===== config.mk =====
export PLATFORM = sky130hd
export DESIGN_NAME = systolic_feeder
export DESIGN_NICKNAME = d
export VERILOG_FILES = /design/src/rtl/systolic_feeder.sv
export SDC_FILE = /design/constraint.sdc
export NUM_CORES = 1
export LEC_CHECK = 0
export CORE_MARGIN = 3
export CORE_UTILIZATION = 42
export CTS_CLUSTER_SIZE = 40
export DETAILED_ROUTE_END_ITERATION = 8
export GPL_ROUTABILITY_DRIVEN = 0
export HOLD_SLACK_MARGIN = 0.12
export PLACE_DENSITY = 0.88
export RECOVER_POWER = 100
export REMOVE_ABC_BUFFERS = 1
export SLEW_MARGIN = 20
export SYNTH_ARGS = -nofsm -noshare
export SYNTH_HDL_FRONTEND = slang
export SYNTH_SLANG_ARGS = --single-unit

===== constraint.sdc =====
create_clock -name clk -period 2.22 [get_ports clk]
set_input_delay 0.222 -clock clk [delete_from_list [all_inputs] [get_ports clk]]
set_output_delay 0.222 -clock clk [all_outputs]
set_load 0.005 [all_outputs]

===== src/rtl/systolic_feeder.sv =====
// Feeds one matrix-vector job into the systolic array with a diagonal lane skew.
// Lane j lags lane 0 by j cycles; idle cycles inject zero rows.
module systolic_feeder #(
    parameter int SIZE  = 2,
    parameter int WIDTH = 32,
    parameter int MAX_K = 16
) (
    input  logic                    clk,
    input  logic                    rst_n,
    input  logic                    in_valid,
    output logic                    in_ready,
    input  logic [WIDTH-1:0]        in_x,
    input  logic [SIZE*WIDTH-1:0]   in_w,
    input  logic                    in_last,
    output logic [WIDTH-1:0]        input_weight,
    output logic [SIZE*WIDTH-1:0]   net_weight,
    output logic                    busy,
    output logic                    done
);

    localparam int CW = $clog2(MAX_K + 1);
    localparam int DW = $clog2(SIZE + 1);

    typedef enum logic [1:0] {
        IDLE,
        FEED,
        DRAIN
    } state_t;

    state_t          state;
    state_t          state_nx;
    logic [CW-1:0]   rows;
    logic [DW-1:0]   dcnt;
    logic            ready_q;
    logic            accept;
    logic            last_beat;
    logic            drain_end;

    assign in_ready  = ready_q;
    assign accept    = in_valid && ready_q;
    assign last_beat = in_last || (rows == CW'(MAX_K - 1));
    assign drain_end = (state == DRAIN) && (dcnt == DW'(SIZE - 1));

    always_comb begin
        state_nx = state;
        busy     = 1'b0;
        done     = 1'b0;
        unique case (state)
            IDLE: begin
                if (accept) state_nx = last_beat ? DRAIN : FEED;
            end
            FEED: begin
                busy = 1'b1;
                if (accept && last_beat) state_nx = DRAIN;
            end
            DRAIN: begin
                busy = 1'b1;
                if (drain_end) begin
                    done     = 1'b1;
                    state_nx = IDLE;
                end
            end
            default: state_nx = IDLE;
        endcase
    end

    // ready is registered from the next state so it drops the cycle after the last beat
    always_ff @(posedge clk or negedge rst_n) begin
        if (!rst_n) begin
            state   <= IDLE;
            ready_q <= 1'b0;
            rows    <= '0;
            dcnt    <= '0;
        end else begin
            state   <= state_nx;
            ready_q <= (state_nx != DRAIN);
            if (state == DRAIN) rows <= '0;
            else if (accept) rows <= rows + 1'b1;
            if (state != DRAIN || drain_end) dcnt <= '0;
            else dcnt <= dcnt + 1'b1;
        end
    end

    always_ff @(posedge clk or negedge rst_n) begin
        if (!rst_n) input_weight <= '0;
        else input_weight <= accept ? in_x : '0;
    end

    for (genvar j = 0; j < SIZE; j++) begin : g_lane
        logic [WIDTH-1:0] stage [0:j];

        always_ff @(posedge clk or negedge rst_n) begin
            if (!rst_n) begin
                for (int i = 0; i <= j; i++) stage[i] <= '0;
            end else begin
                stage[0] <= accept ? in_w[j*WIDTH +: WIDTH] : '0;
                for (int i = 1; i <= j; i++) stage[i] <= stage[i-1];
            end
        end

        assign net_weight[j*WIDTH +: WIDTH] = stage[j];
    end

endmodule


==> results.json <==
{
  "status": "finished, final reports clean",
  "max_cap_violations": 0,
  "ys_ff_latch": 138,
  "final_layout_size_suffix_gt1_share_pct": 7.59,
  "grt-ovfl-total": 0,
  "cts_tree": "built",
  "initial_utilization_pct": 44.2,
  "rows": 37,
  "synthesis.area_mm2": 0.00468,
  "grt_first_pass_wirelength_mm": 17.7,
  "yosysMostFrequentCell": "dfrtp_1",
  "diodes": 0,
  "async_flop_share_pct": 100,
  "worstSkewPairLatency_ns": 0.50,
  "vias": 3099,
  "final_area_mm2": 0.00713,
  "fmax_ghz": 0.465,
  "p_total_mw": 7.15,
  "clkTransAtPathRegs_ns": 0.06,
  "grt_pass1_vias": 3358,
  "drtIter0Drc": 144,
  "hold_viol_final": 0,
  "rsz0062_at_grt": "false",
  "critPathLaunchType": "flop",
  "synth_edf_count": 0,
  "ios": 199,
  "setup_viol_count_final": 0,
  "muxShareOfSynthArea_pct": 0,
  "crit_type": "flop to output port",
  "synthAdderAreaFrac_pct": 1.87,
  "syn_inst": 333,
  "syn_to_final_growth_pct": 52.3,
  "cts_sinks": 138,
  "antenna_left": 0,
  "grt_use_total_pct": 18.6,
  "cp-end-kind": "output port",
  "ys_types": 23,
  "wl_per_cell_um": 17.1,
  "fin_skew_ns": 0.00753,
  "synth_top_family_by_area": "simple AND/OR/NAND/NOR gates",
  "ys.flop_type": "dfrtp_1",
  "peakVddDrop_mv": 0.445,
  "ys_top_cells_by_count": "138 x dfrtp_1, 97 x and3_1, 32 x buf_4",
  "remaining_drc_errors": 0,
  "critPathRequiredTime_ns": 2.00,
  "power_density_mw_per_mm2": 1000,
  "synth_area_leaders": "dfrtp_1 74%, and3_1 13%, buf_4 5.1%",
  "hp-class": "input pin to flop",
  "viasPerCell": 4.77,
  "slew_headroom_pct": 10.8,
  "synth.yosys.seq_area_share_pct": 73.8,
  "period_share_pct": 96.9,
  "drt_first_pass_iters": 6,
  "post-cts-setup-buffer-count": 0,
  "path_max_fanout": 8,
  "final.min_clock_period_ns": 2.15,
  "synth_top_area_cell": "dfrtp_1",
  "numCtsBuffers": 17,
  "dp_cells": 619,
  "p_leak_nw": 3.72,
  "maxSlewViolCount": 0,
  "dieHeight_um": 112,
  "h-tree-depth": 4,
  "cts-root-buf": "clkbuf_8",
  "place_hpwl_mm": 7.88,
  "fin_util_pct": 67.3,
  "synth_xor_area_share_pct": 0.561,
  "crit_arrival_ns": 1.93,
  "yosys_warnings": 0,
  "fill_cells": 753,
  "stdcell_count": 650,
  "die_x_um": 112,
  "syn_area_per_cell_um2": 14.1,
  "nNetsFinal": 610,
  "synth-compound-area-share_pct": 1.02,
  "dieArea_mm2": 0.0125,
  "tightestPinTransition_ns": 1.34,
  "synth_top_area_share_pct": 73.8,
  "grt_max_degree": 82,
  "synth-simple-area-share_pct": 15.4,
  "fp.coreArea_mm2": 0.0106,
  "clockBufferDepth": 2,
  "grt_antenna_before_repair": 0,
  "wl_mm": 11.1,
  "portBuffers": 198,
  "placed_area_mm2": 0.00656
}
final cells by class:
type / instances / area (um2) / area share [%]
sequential: 138 / 3450 / 48.4
timing repair buffer: 204 / 2030 / 28.4
multi-input combinational: 137 / 896 / 12.6
clock buffer: 19 / 442 / 6.19
tap: 136 / 170 / 2.39
clock inverter: 11 / 121 / 1.70
inverter: 5 / 18.8 / 0.263
metal layers:
layer,wire length [um],global-route usage [%],vias to the layer above
li1,-,-,1413
met1,4270,21.1,1535
met2,5820,31.7,132
met3,828,7.23,19
met4,226,7.30,0
met5,0,0,-
logic make-up after synthesis:
| kind of cell | count (synthesis) |
|---|---|
| xor gates and xnor gates | 3 |
| buffers and inverters | 58 |
| adders and majority gates | 7 |
| AOI/OAI and AO/OA | 7 |
| and+or+nand+nor | 120 |
| DFF | 138 |
state kept, by name, indices dropped and copies added (netlist names):
register / flops
g_lane.stage: 64
input_weight: 32
dcnt: 2
in_ready: 1
state: 2
net_weight: 32
rows: 5
per-stage QoR:
step	hold slack, ns	worst slack (ns)	setup TNS (ns)
detailed placement	0.191	0.287	0
global placement	0.181	0.452	0
finish	0.180	0.0694	0
global route	0.160	0.0132	0
floorplan	-0.0736	-0.0434	-0.0434
CTS	0.156	0.000667	0
critical path, cell delays in order (launching register included):
cell,delay [ns]
dfrtp_1,0.45
inv_1,0.15
ha_4,0.20
and2_1,0.13
clkdlybuf4s50_1,0.50
cell usage in the layout (no fill, tap or decap), drive strengths merged, types with 2 or more instances in the layout:
| cell | count |
|---|---|
| nor2 | 9 |
| and3 | 97 |
| a21oi | 2 |
| inv | 7 |
| clkinv | 5 |
| clkdlybuf4s50 | 100 |
| nand2 | 4 |
| ha | 7 |
| clkinvlp | 2 |
| buf | 5 |
| dfrtp | 138 |
| bufinv | 2 |
| nor3 | 2 |
| dlygate4sd3 | 97 |
| a211oi | 3 |
| nor2b | 2 |
| xor2 | 2 |
| and2 | 2 |
| clkbuf | 21 |
final timing paths:
kind	slack [ns]	end	cells past startpoint	startpoint
setup / recovery	0.07	done	4	state[0]$_DFF_PN0_
hold / removal	0.18	g_lane[1].stage[36]$_DFF_PN0_	2	in_valid
setup reg to reg	0.26	state[0]$_DFF_PN0_	7	rows[0]$_DFFE_PN0P_
hold reg to reg	0.35	net_weight[45]$_DFF_PN0_	0	g_lane[1].stage[45]$_DFF_PN0_
max in group asynchronous	0.62	in_ready$_DFF_PN0_	3	rst_n
min in group asynchronous	0.54	net_weight[61]$_DFF_PN0_	2	rst_n
power breakdown:
group	internal (mW)	total, mW	switching [mW]
clock network	1.64	2.65	1.00
registers	2.89	3.03	0.146
logic	0.784	1.47	0.682
what timing repair did:
item                                   in CTS  in global routing
pin swaps                                   0                  0
setup endpoints to repair                   1                  1
endpoints found under the hold margin     111                  0
hold buffers                                1                  0
resized for setup                           1                  1
gates cloned                                0                  0
(Power assumes the default switching activity.)
